`src/rtl/hazard3_reset_sequencer.sv`:
```
// Ordered release of N reset domains with handshake and re-assert on request.
// Build option: define HAZARD3_RESET_SEQ_TIMEOUT_EN to bound each domain's ready wait.
module hazard3_reset_sequencer #(
    parameter int N_DOMAINS      = 3,
    parameter int HOLD_CYCLES    = 4,
    parameter int GAP_CYCLES     = 2,
    parameter int TIMEOUT_CYCLES = 64
) (
    input  logic                 clk,
    input  logic                 rst_n,
    input  logic                 sys_reset_req,
    output logic [N_DOMAINS-1:0] domain_rst_n,
    input  logic [N_DOMAINS-1:0] domain_ready,
    output logic                 busy,
    output logic                 done,
    output logic                 timeout_err
);

    localparam int M1  = (HOLD_CYCLES > GAP_CYCLES) ? HOLD_CYCLES : GAP_CYCLES;
    localparam int M2  = (M1 > TIMEOUT_CYCLES) ? M1 : TIMEOUT_CYCLES;
    localparam int M3  = (M2 > N_DOMAINS) ? M2 : N_DOMAINS;
    localparam int CW  = $clog2(M3 + 1);
    localparam int IW  = (N_DOMAINS > 1) ? $clog2(N_DOMAINS) : 1;

    localparam logic [CW-1:0] HOLD_LAST = CW'(HOLD_CYCLES - 1);
    localparam logic [CW-1:0] GAP_LAST  = CW'(GAP_CYCLES - 1);
    localparam logic [IW-1:0] LAST_IDX  = IW'(N_DOMAINS - 1);

    localparam logic [1:0] S_ASSERT  = 2'd0;
    localparam logic [1:0] S_RELEASE = 2'd1;
    localparam logic [1:0] S_GAP     = 2'd2;
    localparam logic [1:0] S_RUN     = 2'd3;

    logic [1:0]           r_state;
    logic [CW-1:0]        r_ctr;
    logic [IW-1:0]        r_idx;
    logic [N_DOMAINS-1:0] r_domain_rst_n;
    logic                 r_done;
    logic                 w_advance;
    logic [IW-1:0]        w_idx_next;

    assign w_idx_next = r_idx + 1'b1;

`ifdef HAZARD3_RESET_SEQ_TIMEOUT_EN
    localparam logic [CW-1:0] TO_LAST = CW'(TIMEOUT_CYCLES - 1);

    logic r_timeout_err;
    logic w_timeout_hit;

    // An expired wait is treated exactly like a ready arriving.
    assign w_timeout_hit = (r_ctr == TO_LAST) && !domain_ready[r_idx];
    assign w_advance     = domain_ready[r_idx] || w_timeout_hit;

    always_ff @(posedge clk) begin
        if (!rst_n) begin
            r_timeout_err <= 1'b0;
        end else if (!sys_reset_req && (r_state == S_RELEASE) && w_timeout_hit) begin
            r_timeout_err <= 1'b1;
        end
    end

    assign timeout_err = r_timeout_err;
`else
    assign w_advance   = domain_ready[r_idx];
    assign timeout_err = 1'b0;
`endif

    always_ff @(posedge clk) begin
        if (!rst_n) begin
            r_state        <= S_ASSERT;
            r_ctr          <= '0;
            r_idx          <= '0;
            r_domain_rst_n <= '0;
            r_done         <= 1'b0;
        end else begin
            r_done <= 1'b0;
            if (sys_reset_req) begin
                r_state        <= S_ASSERT;
                r_ctr          <= '0;
                r_idx          <= '0;
                r_domain_rst_n <= '0;
            end else begin
                case (r_state)
                    S_ASSERT: begin
                        r_domain_rst_n <= '0;
                        if (r_ctr == HOLD_LAST) begin
                            r_state        <= S_RELEASE;
                            r_idx          <= '0;
                            r_domain_rst_n <= N_DOMAINS'(1);
                            r_ctr          <= '0;
                        end else begin
                            r_ctr <= r_ctr + 1'b1;
                        end
                    end
                    S_RELEASE: begin
                        if (w_advance) begin
                            r_ctr <= '0;
                            if (r_idx == LAST_IDX) begin
                                r_state <= S_RUN;
                                r_done  <= 1'b1;
                            end else if (GAP_CYCLES == 0) begin
                                r_idx                      <= w_idx_next;
                                r_domain_rst_n[w_idx_next] <= 1'b1;
                            end else begin
                                r_state <= S_GAP;
                            end
                        end
`ifdef HAZARD3_RESET_SEQ_TIMEOUT_EN
                        else begin
                            r_ctr <= r_ctr + 1'b1;
                        end
`endif
                    end
                    S_GAP: begin
                        if (r_ctr == GAP_LAST) begin
                            r_state                    <= S_RELEASE;
                            r_idx                      <= w_idx_next;
                            r_domain_rst_n[w_idx_next] <= 1'b1;
                            r_ctr                      <= '0;
                        end else begin
                            r_ctr <= r_ctr + 1'b1;
                        end
                    end
                    S_RUN: begin
                        r_domain_rst_n <= '1;
                    end
                    default: begin
                        r_state <= S_ASSERT;
                        r_ctr   <= '0;
                    end
                endcase
            end
        end
    end

    assign domain_rst_n = r_domain_rst_n;
    assign busy         = (r_state != S_RUN);
    assign done         = r_done;

endmodule
```
`config.mk`:
```
export PLATFORM = sky130hd
export DESIGN_NAME = hazard3_reset_sequencer
export DESIGN_NICKNAME = d
export VERILOG_FILES = /design/src/rtl/hazard3_reset_sequencer.sv
export SDC_FILE = /design/constraint.sdc
export NUM_CORES = 1
export LEC_CHECK = 0
export BUFFER_PORTS_ARGS = -buffer_cell sky130_fd_sc_hd__buf_4
export CELL_PAD_IN_SITES_DETAIL_PLACEMENT = 1
export CELL_PAD_IN_SITES_GLOBAL_PLACEMENT = 1
export CORE_MARGIN = 5
export CORE_UTILIZATION = 35
export DETAILED_ROUTE_END_ITERATION = 7
export HOLD_SLACK_MARGIN = 0.1
export PLACE_DENSITY_LB_ADDON = 0.1
export SETUP_SLACK_MARGIN = 0.4
export SKIP_LAST_GASP = 1
export SYNTH_ARGS = -nofsm -noshare
export SYNTH_HDL_FRONTEND = slang
export SYNTH_SLANG_ARGS = --single-unit
```
`constraint.sdc`:
```
create_clock -name clk -period 3.3 [get_ports clk]
set_input_delay 0.495 -clock clk [delete_from_list [all_inputs] [get_ports clk]]
set_output_delay 0.495 -clock clk [all_outputs]
set_load 0.01 [all_outputs]
```
==> results_dict.tcl <==
set metrics [dict create \
    status "complete, no violations" \
    global_route.overflow_total 0 \
    grt.met2_usage_pct 19.8 \
    critical_path.max_fanout 9 \
    synth_edf_count 0 \
    clock_tree.htree_level_count 1 \
    routed-via-count 796 \
    dpl-instance-area_sq_um 1100 \
    post_synth_main_area_contributors "sky130_fd_sc_hd__dfxtp_1 30%, sky130_fd_sc_hd__ha_1 14%, sky130_fd_sc_hd__nor2b_1 3.7%" \
    worstHoldPathType "register to register" \
    synthesis.yosys.warnings 0 \
    final.setup.tns_ns 0 \
    wl_per_cell_microns 14.6 \
    initial_antenna_violation_count 0 \
    first_pass_iters 3 \
    die_w_microns 63.7 \
    grt_busiest_layer "met2" \
    worst_path_dominant_cell_family "compound AO/OA/AOI/OAI gates" \
    synth-seq-cells 15 \
    drive_gt1_share_pct 21.0 \
    drt-vias-per-instance 5.31 \
    post-route-cell-area_sq_um 1130 \
    final_nets 137 \
    syn_area_per_cell_sq_um 9.19 \
    port-buffer-count 10 \
    dp_cells 146 \
    setup_viol_count_final 0 \
    critical-path-max-stage-delay_ns 0.36 \
    crit_chain "inv_1 -> ha_1 -> nand2_1 -> o221ai_2 -> nand2_1 -> o21ai_0 -> a22o_1" \
    path_class "register to register" \
    mostFrequentLayoutCell "sky130_fd_sc_hd__dfxtp_1" \
    final_cell_mix "15 x sky130_fd_sc_hd__dfxtp_1, 11 x sky130_fd_sc_hd__ha_1, 10 x sky130_fd_sc_hd__buf_4" \
    ys_types 39 \
    holdPathStages 1 \
    source_of_the_worst_hold_timing_path "domain_rst_n[2]$_SDFFE_PP0P_" \
    synthToLayoutAreaGrowth_pct 11.5 \
    final.setup_skew_ns 0.00309 \
    fin_worst_hold_slack_ns 0.477 \
    nFillCells 331 \
    clk_sink_count 15 \
    slew-limit-headroom_pct 48.4 \
    clkSlewWorstSetupHoldPaths_ns 0.10 \
    worst_ir_drop_vdd_mv 0.220 \
    post-route-worst-setup-slack_ns 1.48 \
    clock-root-buffer "sky130_fd_sc_hd__clkbuf_4" \
    postCtsResizedCells 0 \
    critPathCaptureType "register" \
    cell_taking_the_most_area_after_synthesis "sky130_fd_sc_hd__dfxtp_1" \
    p_leak_nw 0.467 \
    synth-seq-area-share_pct 29.7 \
    post_synth_inst_count 110 \
    place_ws_ns 1.40 \
    cts_setup_buffers 0 \
    n_antenna_cell 0 \
    core.rowCount 19 \
    finish.utilization_pct 40.9 \
    cp_data_arrival_time_ns 2.06 \
    worstSkewPairLatency_ns 0.29 \
    cts_tree "done" \
    clockBufferDepth 2 \
    rsz0062_at_grt "false" \
    worst_r2r_startpoint "r_state[1]$_SDFFE_PP0P_" \
    setup.worst_path.start_class "register" \
    finalWeightedCongestion 0.767 \
    post-route-min-period_ns 1.82 \
    worst_path_most_repeated_cell "sky130_fd_sc_hd__nand2_1" \
    grtUsageMet1_pct 13.7 \
    powerDensity_nw_per_um2 288 \
    wire_length_of_the_first_global_routing_pass_mm 3.81 \
    grt_start_max_net_pins 10 \
    end_point_of_the_worst_hold_path "domain_rst_n[2]$_SDFFE_PP0P_" \
    synthDominantCellAreaShare_pct 29.7 \
    setup.reg_to_reg.worst_slack_ns 1.48 \
    cts_inserted_buffers 3 \
    postRouteWirelength_mm 2.18 \
    drt_drc_violations_left 0 \
    drt.antenna.violating_nets 0 \
    die_outline_height_microns 63.7 \
    drv.max_cap_violation_count 0 \
    global_route.usage.met3_pct 2.98 \
    first_iter_violations 20 \
    timing.critical_path.required_ns 3.54 \
    fmax_mhz 551 \
    cp_launch_point "r_state[1]$_SDFFE_PP0P_" \
    hpwl_mm 1.67 \
    io-pin-count 12 \
    start_util_pct 36.7 \
    gr-usage-all-layers_pct 11.7 \
    worst_path_max_delay_cell "sky130_fd_sc_hd__dfxtp_1" \
    design.die.area_sq_um 4060 \
    layout_worst_path_cycle_share_pct 55.0 \
    timing.final.hold_violations 0 \
    ys.flop_type "sky130_fd_sc_hd__dfxtp_1" \
    syn_area_sq_um 1010 \
    syn_nets 127 \
    worstReg2RegEnd "r_ctr[4]$_SDFFE_PP0P_" \
    design.core.area_sq_um 2760 \
    timing.final.max_slew_violations 0 \
    critPathBufInv 1 \
    p_total_mw 0.325 \
    vias_in_the_first_global_route 810 \
    async_flop_share_pct 0 \
    finish.cell_count_without_fillers 150 \
    tightest_slew_ns 0.773 \
    post_cts_hold_buffer_count 0 \
    r2r_cells 7 \
]
## kinds of logic (layout without fill, tap and decap cells)
logic type / count (synthesis) / after routing / share of synthesized area [%]
AND/OR/NAND/NOR: 36 / 36 / 22.4
flip-flops: 15 / 15 / 29.7
multiplexers: 2 / 2 / 2.10
adder cells (fa/ha/maj): 11 / 11 / 13.6
buffers and inverters: 12 / 21 / 4.95
other: 1 / 1 / 0.371
AO/OA/AOI/OAI: 33 / 33 / 26.9
## state kept, by name, indices dropped and copies added (netlist names)
register      cells
r_ctr             7
done              1
r_idx             2
r_state           2
domain_rst_n      3
## worst reg2reg max path: cells and delay by family, from the launching register on
| family | cells | cell delay (ns) |
|---|---|---|
| compound gates | 3 | 0.67 |
| fa+ha+maj | 1 | 0.34 |
| buf+inv | 1 | 0.11 |
| flops | 1 | 0.36 |
| simple gates | 2 | 0.29 |
## cell type report
cell class | instances | area [sq um] | share of cell area (%)
multi-input combinational | 83 | 661 | 58.6
sequential | 15 | 300 | 26.6
timing repair buffer | 10 | 75.1 | 6.66
tap | 31 | 38.8 | 3.44
clock buffer | 4 | 26.3 | 2.33
inverter | 7 | 26.3 | 2.33
## where the power goes
group / total [mW] / internal (mW) / switching (mW)
clock: 0.112 / 0.0470 / 0.0654
combinational: 0.0287 / 0.0125 / 0.0162
sequential: 0.184 / 0.182 / 0.00171
## synthesized netlist by cell type (2+ instances only)
cell,number
sky130_fd_sc_hd__dfxtp_1,15
sky130_fd_sc_hd__ha_1,11
sky130_fd_sc_hd__a21oi_1,7
sky130_fd_sc_hd__inv_1,7
sky130_fd_sc_hd__nand2_1,7
sky130_fd_sc_hd__nor2b_1,6
sky130_fd_sc_hd__nor2_1,5
sky130_fd_sc_hd__o21a_1,5
sky130_fd_sc_hd__a22o_1,4
sky130_fd_sc_hd__o21ai_0,4
sky130_fd_sc_hd__and3_1,3
sky130_fd_sc_hd__clkbuf_1,3
sky130_fd_sc_hd__a32o_1,2
sky130_fd_sc_hd__and3_2,2
sky130_fd_sc_hd__nand2b_1,2
sky130_fd_sc_hd__nand3_1,2
sky130_fd_sc_hd__nor3_1,2
sky130_fd_sc_hd__o21ai_1,2
## how the worst max path moves through the flow
| stage | endpoint | slack, ns | cells after the start |
|---|---|---|---|
| floorplan | r_ctr[2]$_SDFFE_PP0P_ | 1.71 | 7 |
| global placement | r_ctr[4]$_SDFFE_PP0P_ | 1.38 | 5 |
| detailed placement | r_ctr[4]$_SDFFE_PP0P_ | 1.40 | 5 |
| CTS | r_ctr[4]$_SDFFE_PP0P_ | 1.46 | 7 |
| global route | r_ctr[5]$_SDFFE_PP0P_ | 1.28 | 7 |
| finish | r_ctr[4]$_SDFFE_PP0P_ | 1.48 | 7 |
## metal layers
metal  part of all wire (%)  up-vias
met5                      0        -
met4                    1.2        0
met3                    3.4        4
met2                     50        8
met1                     45      374
li1                       -      410
No activity file was read; power rests on OpenSTA's default activity.
